===== config.mk =====
export PLATFORM = sky130hd
export DESIGN_NAME = bidir_tx_arb
export DESIGN_NICKNAME = d
export VERILOG_FILES = /design/src/rtl/bidir_tx_arb.sv
export SDC_FILE = /design/constraint.sdc
export NUM_CORES = 1
export LEC_CHECK = 0
export ABC_CLOCK_PERIOD_IN_PS = 2100
export CELL_PAD_IN_SITES_DETAIL_PLACEMENT = 1
export CELL_PAD_IN_SITES_GLOBAL_PLACEMENT = 1
export CORE_MARGIN = 10
export CORE_UTILIZATION = 26
export CTS_BUF_LIST = sky130_fd_sc_hd__clkbuf_2
export DETAILED_ROUTE_END_ITERATION = 10
export PLACE_DENSITY_LB_ADDON = 0.05
export SYNTH_ARGS = -nofsm -noshare
export SYNTH_HDL_FRONTEND = slang
export SYNTH_SLANG_ARGS = --single-unit
export TNS_END_PERCENT = 30

===== constraint.sdc =====
create_clock -name clk -period 2.1 [get_ports clk]
set_clock_uncertainty 0.05 [all_clocks]
set_input_delay 0.42 -clock clk [delete_from_list [all_inputs] [get_ports clk]]
set_output_delay 0.42 -clock clk [all_outputs]
set_load 0.01 [all_outputs]

===== src/rtl/bidir_tx_arb.sv =====
`default_nettype none
// ============================================================================
// Module      : bidir_tx_arb
// Description : N-channel packet-granular round-robin TX arbiter. It produces
//               one registered AXI-stream output, with the source channel
//               carried on tuser, and truncates packets longer than MAXLEN.
//               Define BIDIR_TX_ARB_PRIO_EN to give channel 0 strict priority.
// Revision    : 1.0 - initial release
// ============================================================================
module bidir_tx_arb #(
    parameter int NCH    = 3,
    parameter int DW     = 32,
    parameter int MAXLEN = 256,
    localparam int CIDW  = $clog2(NCH),
    localparam int CW    = $clog2(MAXLEN + 1)
) (
    input  logic              clk,
    input  logic              rst,
    input  logic [NCH-1:0]    ch_en,
    input  logic [NCH-1:0]    s_tvalid,
    output logic [NCH-1:0]    s_tready,
    input  logic [NCH*DW-1:0] s_tdata,
    input  logic [NCH-1:0]    s_tlast,
    output logic              m_tvalid,
    input  logic              m_tready,
    output logic [DW-1:0]     m_tdata,
    output logic              m_tlast,
    output logic [CIDW-1:0]   m_tuser,
    output logic [NCH-1:0]    trunc_err,
    input  logic [NCH-1:0]    err_clr
);

    typedef enum logic [1:0] {
        ST_IDLE  = 2'd0,
        ST_XFER  = 2'd1,
        ST_DRAIN = 2'd2
    } state_t;

    state_t            r_state;
    logic [CIDW-1:0]   r_grant;
    logic [CIDW-1:0]   r_last_grant;
    logic [CW-1:0]     r_beat_cnt;
    logic              r_m_tvalid;
    logic              r_m_tlast;
    logic [DW-1:0]     r_m_tdata;
    logic [CIDW-1:0]   r_m_tuser;
    logic [NCH-1:0]    r_trunc_err;

    logic [NCH-1:0]    w_req;
    logic [NCH-1:0]    w_req_rr;
    logic              w_pick_vld;
    logic [CIDW-1:0]   w_pick;
    logic              w_g_valid;
    logic              w_g_last;
    logic [DW-1:0]     w_g_data;
    logic              w_xfer_rdy;
    logic              w_acc;
    logic              w_at_max;

    assign w_req = s_tvalid & ch_en;

`ifdef BIDIR_TX_ARB_PRIO_EN
    // Channel 0 is handled by strict priority, so it never takes part in the rotation.
    assign w_req_rr = w_req & {{(NCH-1){1'b1}}, 1'b0};
`else
    assign w_req_rr = w_req;
`endif

    // Scan from farthest to nearest, so the channel right after last_grant overrides the others.
    always_comb begin
        int idx;
        idx        = 0;
        w_pick_vld = 1'b0;
        w_pick     = '0;
        for (int k = NCH; k >= 1; k--) begin
            idx = (int'(r_last_grant) + k) % NCH;
            if (w_req_rr[idx[CIDW-1:0]]) begin
                w_pick_vld = 1'b1;
                w_pick     = CIDW'(idx);
            end
        end
`ifdef BIDIR_TX_ARB_PRIO_EN
        if (w_req[0]) begin
            w_pick_vld = 1'b1;
            w_pick     = '0;
        end
`endif
    end

    assign w_xfer_rdy = ~r_m_tvalid | m_tready;

    always_comb begin
        w_g_valid = 1'b0;
        w_g_last  = 1'b0;
        w_g_data  = '0;
        s_tready  = '0;
        for (int i = 0; i < NCH; i++) begin
            if (r_grant == CIDW'(i)) begin
                w_g_valid = s_tvalid[i];
                w_g_last  = s_tlast[i];
                w_g_data  = s_tdata[i*DW +: DW];
                if (r_state == ST_XFER)
                    s_tready[i] = w_xfer_rdy;
                else if (r_state == ST_DRAIN)
                    s_tready[i] = 1'b1;
            end
        end
    end

    assign w_acc    = (r_state == ST_XFER) & w_g_valid & w_xfer_rdy;
    assign w_at_max = (r_beat_cnt == CW'(MAXLEN - 1));

    always_ff @(posedge clk) begin
        if (rst) begin
            r_state      <= ST_IDLE;
            r_grant      <= '0;
            r_last_grant <= CIDW'(NCH - 1);
            r_beat_cnt   <= '0;
            r_m_tvalid   <= 1'b0;
            r_m_tlast    <= 1'b0;
            r_m_tdata    <= '0;
            r_m_tuser    <= '0;
            r_trunc_err  <= '0;
        end else begin
            r_trunc_err <= r_trunc_err & ~err_clr;

            if (w_acc) begin
                r_m_tvalid <= 1'b1;
                r_m_tdata  <= w_g_data;
                r_m_tuser  <= r_grant;
                r_m_tlast  <= w_g_last | w_at_max;
            end else if (m_tready) begin
                r_m_tvalid <= 1'b0;
            end

            case (r_state)
                ST_IDLE: begin
                    if (w_pick_vld) begin
                        r_grant    <= w_pick;
                        r_beat_cnt <= '0;
                        r_state    <= ST_XFER;
                    end
                end
                ST_XFER: begin
                    if (w_acc) begin
                        r_beat_cnt <= r_beat_cnt + 1'b1;
                        if (w_g_last) begin
                            r_last_grant <= r_grant;
                            r_state      <= ST_IDLE;
                        end else if (w_at_max) begin
                            // Placed after the clear so that a simultaneous set wins.
                            r_trunc_err[r_grant] <= 1'b1;
                            r_state              <= ST_DRAIN;
                        end
                    end
                end
                ST_DRAIN: begin
                    if (w_g_valid && w_g_last) begin
                        r_last_grant <= r_grant;
                        r_state      <= ST_IDLE;
                    end
                end
                default: r_state <= ST_IDLE;
            endcase
        end
    end

    assign m_tvalid  = r_m_tvalid;
    assign m_tdata   = r_m_tdata;
    assign m_tlast   = r_m_tlast;
    assign m_tuser   = r_m_tuser;
    assign trunc_err = r_trunc_err;

endmodule
`default_nettype wire

==> results.txt <==
Slew @ Worst Pin - 0.5106 ns
global-route track usage on met3 - 6.085%
CP Capture Type - output pin
share of cells above drive strength 1 - 17.13%
I/O pin count - 153
Cells after Synth - 395
drt wl/cell - 18.43 um
Post-synth EDFFs - 0
GPL Wtd Cong - 0.7323
Req. time, crit path - 1.63 ns
final worst slack - -0.08474 ns
Layout area overhead - 70.16%
Root Driver - clkbuf_2
Yosys cell types - 43
Yosys top cell by area - dfxtp_1
CTS HTree Levels - 2
row cnt - 40
die footprint - 16930 sq um
synth top area cells - dfxtp_1 (34%), mux2i_1 (13%), nor2_1 (9.5%)
GRT busiest layer - met2
worst min-delay path class - input port to flop
VDD IR max - 0.3102 mV
synthesis-stage register bit count - 54
CTS Hold Bufs - 0
Setup Slack @ Placement - -0.4368 ns
met1 usage in global routing - 17.40%
latest clock arrival within the worst-skew pair - 0.51 ns
crit path time final - 2.185 ns
# DRC - 0
final instance area - 5365 sq um
antenna cells - 0
height of the die - 130.1 um
Synth top area share - 34.29%
Async SR Flop Fraction - 0%
failing checks - negative setup slack
vias in the first global route - 3834
Starting Density - 26.36%
Net Count, Synth - 514
Post-Syn Area - 3153 sq um
sequential area share after synthesis - 34.29%
crit share post-route - 104.0%
WL final - 13360 um
Final #Nets - 697
DRT Pass-1 Iters - 4
unrepaired setup endpoints after global routing - yes
GR Util All Layers - 15.51%
met2 GRT Util - 26.66%
Pins Over Slew Limit - 0
Vias/cell - 4.948
HPWL after detailed placement - 10360 um
synth warn - 0
Slew HR - 65.96%
CTS tree - done
Antenna Nets Post-Route - 0
Placed Area - 5115 sq um
crit path kind - flop to output pin
PwrDens - 892.6 nW/um^2
status - complete, but fails checks
Die Width - 130.1 um
final hold violation count - 0
first-pass GRT wire length - 20710 um
initial antenna violation count - 0
maxcap violations - 0
largest buffer count on any clock path - 2
Final setup viols - 3
core box area - 11960 sq um
leak pwr - 1.884 nW
Avg Inst Size Synth - 7.982 sq um
Clk pin slew, worst setup/hold paths - 0.29 ns
Layout fillers - 1418
Worst setup SP type - flop
pin count of the biggest net entering global routing - 34
ys flop type - dfxtp_1
port bufs - 152
GRT Residual Overflow - 0
Worst Path Max Fanout - 3
Num CTS Buffers - 5
final hold slack - 0.2705 ns
fmax - 0.4577 GHz
CTS sink count - 54
vias after detailed routing - 3587
Critical Path AT - 1.71 ns
initial drt markers - 88
[metal layers]
layer	share of wire (%)	routed length (um)	vias to the layer above
met5	0	0	-
met1	41	5472	1712
met4	1.2	158	0
li1	-	-	1778
met3	8.1	1087	11
met2	50	6646	86
[synth_stat cells (2+ instances only)]
master	n
nor3b_1	2
o21ai_0	3
nand3_1	10
o32ai_1	7
or3_1	3
nor3_1	35
and2_1	6
nor4_1	2
buf_4	5
ha_1	8
nor2b_1	2
a211oi_1	39
a21oi_1	8
nand4_1	2
dfxtp_1	54
mux2i_1	40
buf_1	2
nand4b_1	2
o211ai_1	2
nand2b_1	6
a21boi_1	2
clkbuf_1	12
inv_1	15
nor2_1	80
o22ai_1	4
buf_2	10
nand2_1	18
[worst paths after layout]
path / to / cells past startpoint / slack, ns / from
hold / removal: m_tuser[0] / 2 / 0.27 / rst
setup / recovery: s_tready[2] / 7 / -0.08 / r_state[1]
hold reg to reg: r_beat_cnt[8] / 2 / 0.43 / r_beat_cnt[8]
setup reg to reg: trunc_err[0] / 8 / 0.10 / r_beat_cnt[1]
[what timing repair did]
item,CTS,global route
gates resized for setup,34,22
pin swaps,3,9
cloned,0,0
setup endpoints to repair,16,18
setup buffers,2,3
[cell usage in the layout, fill, tap and decap left out, types with 2 or more instances in the layout]
cell             count
a211oi_1            37
dfxtp_1             47
a211oi_2             2
dfxtp_2              7
buf_6                2
clkdlybuf4s50_1    147
o32ai_1              7
a21oi_1              6
a21oi_2              2
nand4b_1             2
clkinv_1             2
buf_2                3
nand2b_1             6
buf_4               49
nand4_1              2
nor3_1              34
o211ai_1             2
o21ai_0              3
ha_4                 3
and2_1               5
buf_12               3
inv_2                2
nor2b_2              2
o22ai_1              4
mux2i_1             40
clkbuf_2             5
nor2_1              78
ha_2                 4
nand2_1             18
nand3_1              9
or3_1                3
inv_1               13
[worst max-delay path, stage by stage (launching register included)]
cell and delay [ns]:
dfxtp_2 0.41, inv_2 0.05, ha_4 0.17, and2_4 0.15
a21oi_4 0.14, buf_6 0.13, nor2_2 0.03, buf_2 0.13
[flip-flops by register name (all words and copies together), names as in the netlist]
name / count
r_last_grant: 2
trunc_err: 3
m_tvalid: 1
m_tdata: 32
m_tuser: 2
r_state: 2
r_grant: 2
r_beat_cnt: 9
m_tlast: 1
[final cells by class]
type,instances,area [sq um],area share [%]
Timing Repair Buffer,205,1949,36.33
Multi-Input combinational cell,296,2023,37.71
Clock buffer,5,25.02,0.4664
Sequential cell,54,1090,20.31
Clock inverter,2,33.78,0.6297
Inverter,16,60.06,1.119
Tap cell,147,183.9,3.428
[kinds of logic (layout without fill, tap and decap cells)]
logic type,Yosys count,after routing,synth area share (%)
muxes,40,40,12.70
buffers and inverters,45,228,6.349
AOI/OAI and AO/OA,77,77,18.77
DFF,54,54,34.29
adders and majority gates,8,8,3.175
and+or+nand+nor,171,171,24.72
[report_power, final]
part | internal, mW | switching [mW]
Combinational | 1.45 | 1.41
Clock | 0.191 | 0.359
Sequential | 1.25 | 0.133
Total | 2.89 | 1.90
[metrics by stage]
stage          total power, mW  TNS, ns  utilization (%)  std cells
3_3_place_gp             4.061   -6.412            42.76        713
3_5_place_dp             4.125   -7.779            42.76        713
5_1_grt                  5.182  -0.6275            44.85        725
4_1_cts                  4.781  -0.4475            43.94        722
6_report                 4.789  -0.2015            44.85        725
2_1_floorplan            2.787        0                -        395
No activity file was read; power rests on OpenSTA's default activity.
